===== config.mk =====
export PLATFORM = sky130hd
export DESIGN_NAME = quad_encoder_gen
export DESIGN_NICKNAME = d
export VERILOG_FILES = /design/src/rtl/quad_encoder_gen.sv
export SDC_FILE = /design/constraint.sdc
export NUM_CORES = 1
export LEC_CHECK = 0
export BUFFER_PORTS_ARGS = -buffer_cell sky130_fd_sc_hd__buf_4
export CAP_MARGIN = 5
export CORE_MARGIN = 1
export CORE_UTILIZATION = 50
export DETAILED_ROUTE_END_ITERATION = 10
export PLACE_DENSITY_LB_ADDON = 0.12
export SETUP_SLACK_MARGIN = 0.1
export SYNTH_ARGS = -nofsm -noshare
export SYNTH_HDL_FRONTEND = slang
export SYNTH_SLANG_ARGS = --single-unit

===== constraint.sdc =====
create_clock -name clk -period 3 [get_ports clk]
set_clock_uncertainty 0.05 [all_clocks]
set_input_delay 0.15 -clock clk [delete_from_list [all_inputs] [get_ports clk]]
set_output_delay 0.15 -clock clk [all_outputs]
set_load 0.02 [all_outputs]

===== src/rtl/quad_encoder_gen.sv =====
// quad_encoder_gen: quadrature encoder waveform generator.
// Produces A/B quadrature channels, an index mark, a one-clock edge strobe and
// a signed edge count from a commanded step period (in prescaled ticks) and a
// direction. Period and direction are shadowed so a step in flight always
// completes with the timing it started with.
module quad_encoder_gen #(
   parameter int DATA_WIDTH = 16,
   parameter int PRESCALE   = 64,
   parameter int CPR        = 400
) (
   input  logic                  clk,
   input  logic                  reset,
   input  logic                  enable,
   input  logic                  direction,
   input  logic [DATA_WIDTH-1:0] step_period,
   output logic                  encoder_a,
   output logic                  encoder_b,
   output logic                  index,
   output logic                  step_pulse,
   output logic [DATA_WIDTH-1:0] position
);

   localparam int TICK_W = (PRESCALE > 0) ? $clog2(PRESCALE + 1) : 1;
   localparam int REV_W  = $clog2(CPR);

   localparam logic [TICK_W-1:0]     TICK_LAST = TICK_W'(PRESCALE);
   localparam logic [REV_W-1:0]      REV_LAST  = REV_W'(CPR - 1);
   localparam logic [REV_W-1:0]      REV_ONE   = REV_W'(1);
   localparam logic [TICK_W-1:0]     TICK_ONE  = TICK_W'(1);
   localparam logic [DATA_WIDTH-1:0] DATA_ONE  = DATA_WIDTH'(1);

   // Phase encoding is {A,B}; the forward Gray walk is 00->01->11->10.
   typedef enum logic [1:0] {
      PH_00 = 2'b00,
      PH_01 = 2'b01,
      PH_11 = 2'b11,
      PH_10 = 2'b10
   } phase_t;

   logic [TICK_W-1:0]     tick_cnt_q, tick_cnt_d;
   logic [DATA_WIDTH-1:0] step_cnt_q, step_cnt_d;
   logic [DATA_WIDTH-1:0] period_q, period_d;
   logic                  dir_q, dir_d;
   phase_t                phase_q, phase_d;
   logic [DATA_WIDTH-1:0] position_q, position_d;
   logic [REV_W-1:0]      rev_q, rev_d;
   logic                  step_pulse_q, step_pulse_d;

   logic   tick;
   logic   step_edge;
   phase_t phase_fwd;
   phase_t phase_rev;

   // Neighbouring phases in each direction; exactly one channel differs.
   always_comb begin
      phase_fwd = PH_00;
      phase_rev = PH_00;
      case (phase_q)
         PH_00: begin
            phase_fwd = PH_01;
            phase_rev = PH_10;
         end
         PH_01: begin
            phase_fwd = PH_11;
            phase_rev = PH_00;
         end
         PH_11: begin
            phase_fwd = PH_10;
            phase_rev = PH_01;
         end
         PH_10: begin
            phase_fwd = PH_00;
            phase_rev = PH_11;
         end
         default: begin
            phase_fwd = PH_00;
            phase_rev = PH_00;
         end
      endcase
   end

   // Tick prescaler, step timing, shadow latching and edge bookkeeping.
   always_comb begin
      tick_cnt_d   = tick_cnt_q;
      step_cnt_d   = step_cnt_q;
      period_d     = period_q;
      dir_d        = dir_q;
      phase_d      = phase_q;
      position_d   = position_q;
      rev_d        = rev_q;
      step_pulse_d = 1'b0;
      tick         = 1'b0;
      step_edge    = 1'b0;

      if (!enable) begin
         tick_cnt_d = '0;
         step_cnt_d = '0;
      end else begin
         if (tick_cnt_q == TICK_LAST) begin
            tick       = 1'b1;
            tick_cnt_d = '0;
         end else begin
            tick_cnt_d = tick_cnt_q + TICK_ONE;
         end

         if (tick) begin
            if (period_q == '0) begin
               period_d   = step_period;
               dir_d      = direction;
               step_cnt_d = '0;
            end else if (step_cnt_q == (period_q - DATA_ONE)) begin
               step_edge  = 1'b1;
            end else begin
               step_cnt_d = step_cnt_q + DATA_ONE;
            end
         end
      end

      if (step_edge) begin
         step_cnt_d   = '0;
         step_pulse_d = 1'b1;
         period_d     = step_period;
         dir_d        = direction;
         if (dir_q) begin
            phase_d    = phase_rev;
            position_d = position_q - DATA_ONE;
            rev_d      = (rev_q == '0) ? REV_LAST : (rev_q - REV_ONE);
         end else begin
            phase_d    = phase_fwd;
            position_d = position_q + DATA_ONE;
            rev_d      = (rev_q == REV_LAST) ? '0 : (rev_q + REV_ONE);
         end
      end
   end

   // State register with synchronous active-low reset.
   always_ff @(posedge clk) begin
      if (!reset) begin
         tick_cnt_q   <= '0;
         step_cnt_q   <= '0;
         period_q     <= '0;
         dir_q        <= 1'b0;
         phase_q      <= PH_00;
         position_q   <= '0;
         rev_q        <= '0;
         step_pulse_q <= 1'b0;
      end else begin
         tick_cnt_q   <= tick_cnt_d;
         step_cnt_q   <= step_cnt_d;
         period_q     <= period_d;
         dir_q        <= dir_d;
         phase_q      <= phase_d;
         position_q   <= position_d;
         rev_q        <= rev_d;
         step_pulse_q <= step_pulse_d;
      end
   end

   assign encoder_a  = phase_q[1];
   assign encoder_b  = phase_q[0];
   assign index      = (rev_q == '0);
   assign step_pulse = step_pulse_q;
   assign position   = position_q;

endmodule


=== Word-level counts from Yosys, hierarchy flattened ===
Index checks and enable logic that the tools add are counted.

* Register bits after elaboration: 68
* Bits of input ports: 20
* Output and inout port bits: 20
* Word-level logic and storage cells: 58

* $add $sub $neg: 7
* Eq/ne operators: 7
* Muxes and demuxes: 24
* Bitwise gates (word level): 2
* Reduce and logical (&&, ||, !) cells: 10

{| class="wikitable"
|+ Operators with widths
! kind !! count
|-
| 2-to-1 mux 16 bit || 7
|-
| adder 16 x 1 -> 16 bit (second input constant) || 2
|-
| subtractor 16 x 1 -> 16 bit (second input constant) || 2
|-
| 2-to-1 mux 9 bit || 3
|-
| == test 16 bit || 1
|-
| logical NOT 16 bit || 1
|-
| one-hot mux 2 bit (4 select lines) || 2
|-
| 2-to-1 mux 1 bit || 11
|-
| adder 9 x 1 -> 9 bit (second input constant) || 1
|-
| == test 9 bit (second input constant) || 1
|-
| logical NOT 9 bit || 1
|-
| subtractor 9 x 1 -> 9 bit (second input constant) || 1
|-
| adder 7 x 1 -> 7 bit (second input constant) || 1
|-
| == test 7 bit (second input constant) || 1
|-
| nonzero test 2 bit || 3
|-
| OR reduction 3 bit || 2
|-
| == test 2 bit (second input constant) || 2
|-
| AND reduction 3 bit || 1
|-
| == test 2 x 1 -> 1 bit (second input constant) || 1
|-
| logical NOT 2 bit || 1
|-
| 2-to-1 mux 2 bit || 1
|-
| != test 2 bit (second input constant) || 1
|-
| inverter 1 bit || 2
|-
| AND reduction 2 bit || 1
|}

=== Depth between registers and ports, before layout ===
* Word-level depth: 8
* Mapped depth: 11
* Mapped depth without buffers: 10

=== Least setup slack after synthesis ===
OpenSTA, ideal clock, no wires.

* Path kind: register to register
* Start point: register period_q[0]
* End point: register rev_q[6]
* Library setup time: 129 ps
* Data arrival time: 2912 ps
* Data required time: 2821 ps
* Setup slack: -91 ps
* Cell stages (with the launch flop): 12
* Period minus slack after synthesis: 3091 ps
* Cells stage by stage: dfxtp_1 inv_1 ha_1 or3b_2 nor3_1 mux2_2 a21oi_1 o2111a_1 nand3_1 buf_2 a221oi_1 a211oi_1

* Longest elaborated chain between the ends: 6

{| class="wikitable"
|+ RTL lines
! what !! line !! text
|-
| start, declared || 42 || <nowiki>logic [DATA_WIDTH-1:0] period_q, period_d;</nowiki>
|-
| start signal, assigned || 150 || <nowiki>period_q <= period_d;</nowiki>
|-
| subtractor 16 x 1 -> 16 bit || 111 || <nowiki>end else if (step_cnt_q == (period_q - DATA_ONE)) begin</nowiki>
|-
| == test 16 bit || 111 ||
|-
| 2-to-1 mux 1 bit || 111 ||
|-
| 2-to-1 mux 1 bit * || 107 || <nowiki>if (period_q == '0) begin</nowiki>
|-
| 2-to-1 mux 1 bit * || 106 || <nowiki>if (tick) begin</nowiki>
|-
| 2-to-1 mux 1 bit * || 95 || <nowiki>if (!enable) begin</nowiki>
|-
| end signal, assigned || 154 || <nowiki>rev_q <= rev_d;</nowiki>
|-
| end, declared || 46 || <nowiki>logic [REV_W-1:0] rev_q, rev_d;</nowiki>
|}

Every way passes the cells marked *; elsewhere a longest branch is shown, timed or not.
A chain may end at the register's enable or synchronous reset.

=== Worst setup path after layout ===
* Start point: register period_q[0]
* End point: register step_cnt_q[15]

* Longest elaborated chain between the ends: 7

{| class="wikitable"
|+ RTL lines
! what !! line !! text
|-
| subtractor 16 x 1 -> 16 bit || 111 ||
|-
| == test 16 bit || 111 ||
|-
| 2-to-1 mux 1 bit || 111 ||
|-
| 2-to-1 mux 1 bit || 107 ||
|-
| 2-to-1 mux 1 bit || 106 ||
|-
| 2-to-1 mux 1 bit || 95 ||
|-
| OR reduction 3 bit (no line) || -- ||
|-
| end signal, assigned || 149 || <nowiki>step_cnt_q <= step_cnt_d;</nowiki>
|-
| end, declared || 41 || <nowiki>logic [DATA_WIDTH-1:0] step_cnt_q, step_cnt_d;</nowiki>
|}

Several ways; a longest one is shown, not always the timed one.

==> impl_metrics.ini <==
[die]
row_count = 34
dieArea_mm2 = 0.00936
die_w_um = 96.8
core_mm2 = 0.00872
die-height_um = 96.8
io_pins = 40
start_util_pct = 51.5

[sta]
rsz0062_at_grt = true
period_needed_ns = 2.88
post-route-period-util_pct = 96.0
relSlewSlack_pct = 46.4
worst-slew-pin-transition_ns = 0.804
hold_violations = 0
holdWs_ns = 0.0420
report.final.slew_viol_count = 0
max_freq_ghz = 0.347
fin_ws_ns = 0.121
finalSetupViolCount = 0

[synth]
synth-simple-area-share_pct = 22.6
synth_top_area_share_pct = 30.3
synth_nets = 573
synth_most_common_cell = dfxtp_1
synth_cell_types = 68
synth_top_family_by_area = compound AO/OA/AOI/OAI gates
synthAdderAreaFrac_pct = 6.02
synthTopCellsByCount = dfxtp_1, nor2_1, o21a_1, a21oi_1, inv_1
ys_seq_elements = 68
synth_edf_count = 0
ys_async_sr_fraction_pct = 0
synthMuxAreaShare_pct = 3.85
avgSynthCellArea_um2 = 8.44
synth_xor_area_share_pct = 8.19
yosys_warnings = 0
synth_compound_area_share_pct = 23.8
syn-instance-count = 532
syn_area_mm2 = 0.00449
yosys-top-cells-area = dfxtp_1, o21a_1, ha_1, xnor2_1, nor2_1
ys.flop_type = dfxtp_1
yosysSeqAreaShare_pct = 30.3
yosysTopAreaCell = dfxtp_1

[route]
met3_length_um = 409
drtAntennaViolNets = 0
drt_first_pass_iters = 4
drt-initial-drc-count = 160
drcViolationCount = 0
via_per_inst = 5.85
via_count = 4104
met2_length_mm = 5.57
wl_per_cell_um = 15.6
finalWirelength_mm = 10.9
wl_met1_mm = 4.77
top_layer = met4

[finish]
area_growth_pct = 21.9
fin_area_mm2 = 0.00547
final_nets = 629
final_cell_count_no_fill = 701
diodes = 0
drive_above_1_share_pct = 23.1

[hold_path]
worstHoldPathCells = 3
hold_path_startpoint = enable
hold_path.class = in -> reg
whs_endpoint = tick_cnt_q[5]

[grt]
grt_max_degree = 36
track_usage_pct = 23.7
overflow = 0
grt_pass1_wl_mm = 18.4
grt_pass1_vias = 3963
antenna_found_initial = 0

[setup_path]
path_class = reg -> reg
critPathLaunchType = flop
rrSetupSlack_ns = 0.12
r2r_start = period_q[0]
cp_max_fo = 8
reg2regPathDepth = 10
worstPathRequired_ns = 3.18
timing.rr.end = step_cnt_q[15]
cp.arrival_ns = 3.06
endpoint_kind = flop

[placed_design]
place_hpwl_mm = 7.43
port_buffers = 39
dp.cells = 672
post_dp_cell_area_mm2 = 0.00498
finalWeightedCongestion = 0.836
dp_slack_ns = -0.0651

[clock_network]
cts.sinks = 68
htree_num_levels = 3
path_clk_slew_ns = 0.08
clock-root-buffer = clkbuf_8
clk_latency_ns = 0.36
cts_tree = yes
cts_hold_buf = 0
numCtsBuffers = 9
clock_path_buffers = 2

[power]
pwr_density_cell_mw_per_mm2 = 310
p_leak_nw = 2.20
finalPower_mw = 1.70
ir_worst_vdd_v = 0.000191

[job]
drv_cap = 0

[run_status]
status = finished clean
## logic make-up (layout without fill, tap and decap cells)
logic type,count (synthesis),count (layout)
xor gates and xnor gates,42,42
DFF,68,68
AOI/OAI and AO/OA,148,148
muxes,17,17
adders and majority gates,21,21
and+or+nand+nor,182,182
buffers and inverters,54,115
## critical path: stages (launching register included)
cell and delay, ns:
dfxtp_2 0.34, or4_4 0.59, o41a_1 0.40, a211oi_2 0.17
a211oi_2 0.09, o2111ai_4 0.29, o2111ai_4 0.23, buf_6 0.20
buf_4 0.13, o31ai_2 0.17, a21oi_1 0.09
## stage by stage
step	utilization (%)	setup TNS (ns)
floorplan	-	0
global placement	57.1	0
detailed placement	57.1	-0.674
CTS	60.0	0
global route	62.8	0
finish	62.8	0
## how the worst max path moves through the flow
| stage | from | end | slack (ns) | depth (start not counted) |
|---|---|---|---|---|
| after detailed placement | period_q[1] | step_cnt_q[1] | -0.07 | 10 |
| after global routing | period_q[8] | rev_q[7] | 0.002 | 10 |
| final | period_q[0] | step_cnt_q[15] | 0.12 | 10 |
| after global placement | period_q[0] | step_cnt_q[0] | 0.06 | 8 |
| after floorplan | period_q[2] | step_cnt_q[15] | 0.10 | 11 |
| after CTS | period_q[6] | step_cnt_q[13] | 0.08 | 9 |
## what timing repair did
action / 4_1_cts / 5_1_grt
gates cloned: 0 / 2
pin swaps: 0 / 23
buffers inserted: 4 / 7
resized for setup: 8 / 34
endpoints found under the setup margin: 47 / 48
## metal layers
layer	GRT usage [%]	vias up
li1	-	2057
met1	27.7	1959
met2	42.1	73
met3	4.84	15
met4	9.18	0
met5	0	-
## cell usage in the layout, fill, tap and decap left out, types with 18 or more instances in the layout
cell | synthesis | final
buf_4 | 1 | 67
o21a_1 | 41 | 39
xor2_1 | 18 | 18
xnor2_1 | 24 | 24
a21oi_1 | 33 | 28
ha_1 | 20 | 20
inv_1 | 25 | 25
nand2_1 | 22 | 22
nor2_1 | 49 | 49
dfxtp_1 | 68 | 63
## layout make-up
cell class	instances	area [µm²]
Clock buffer	11	131
Clock inverter	5	52.6
Sequential cell	68	1370
Tap cell	108	135
Multi-Input combinational cell	410	3060
Fill cell	772	3250
Timing Repair Buffer	74	636
Inverter	25	93.8
## where the power goes
group	switching [mW]	internal [mW]	total [mW]
combinational	0.0216	0.0228	0.0444
sequential	0.00119	0.903	0.904
clock	0.368	0.380	0.748
total	0.391	1.31	1.70
## state kept, by name (all words and copies together), names as in the netlist
| register | flops |
|---|---|
| dir_q | 1 |
| period_q | 16 |
| phase_q | 2 |
| position | 16 |
| rev_q | 9 |
| step_cnt_q | 16 |
| step_pulse | 1 |
| tick_cnt_q | 7 |
No activity file was read; power rests on OpenSTA's default activity.
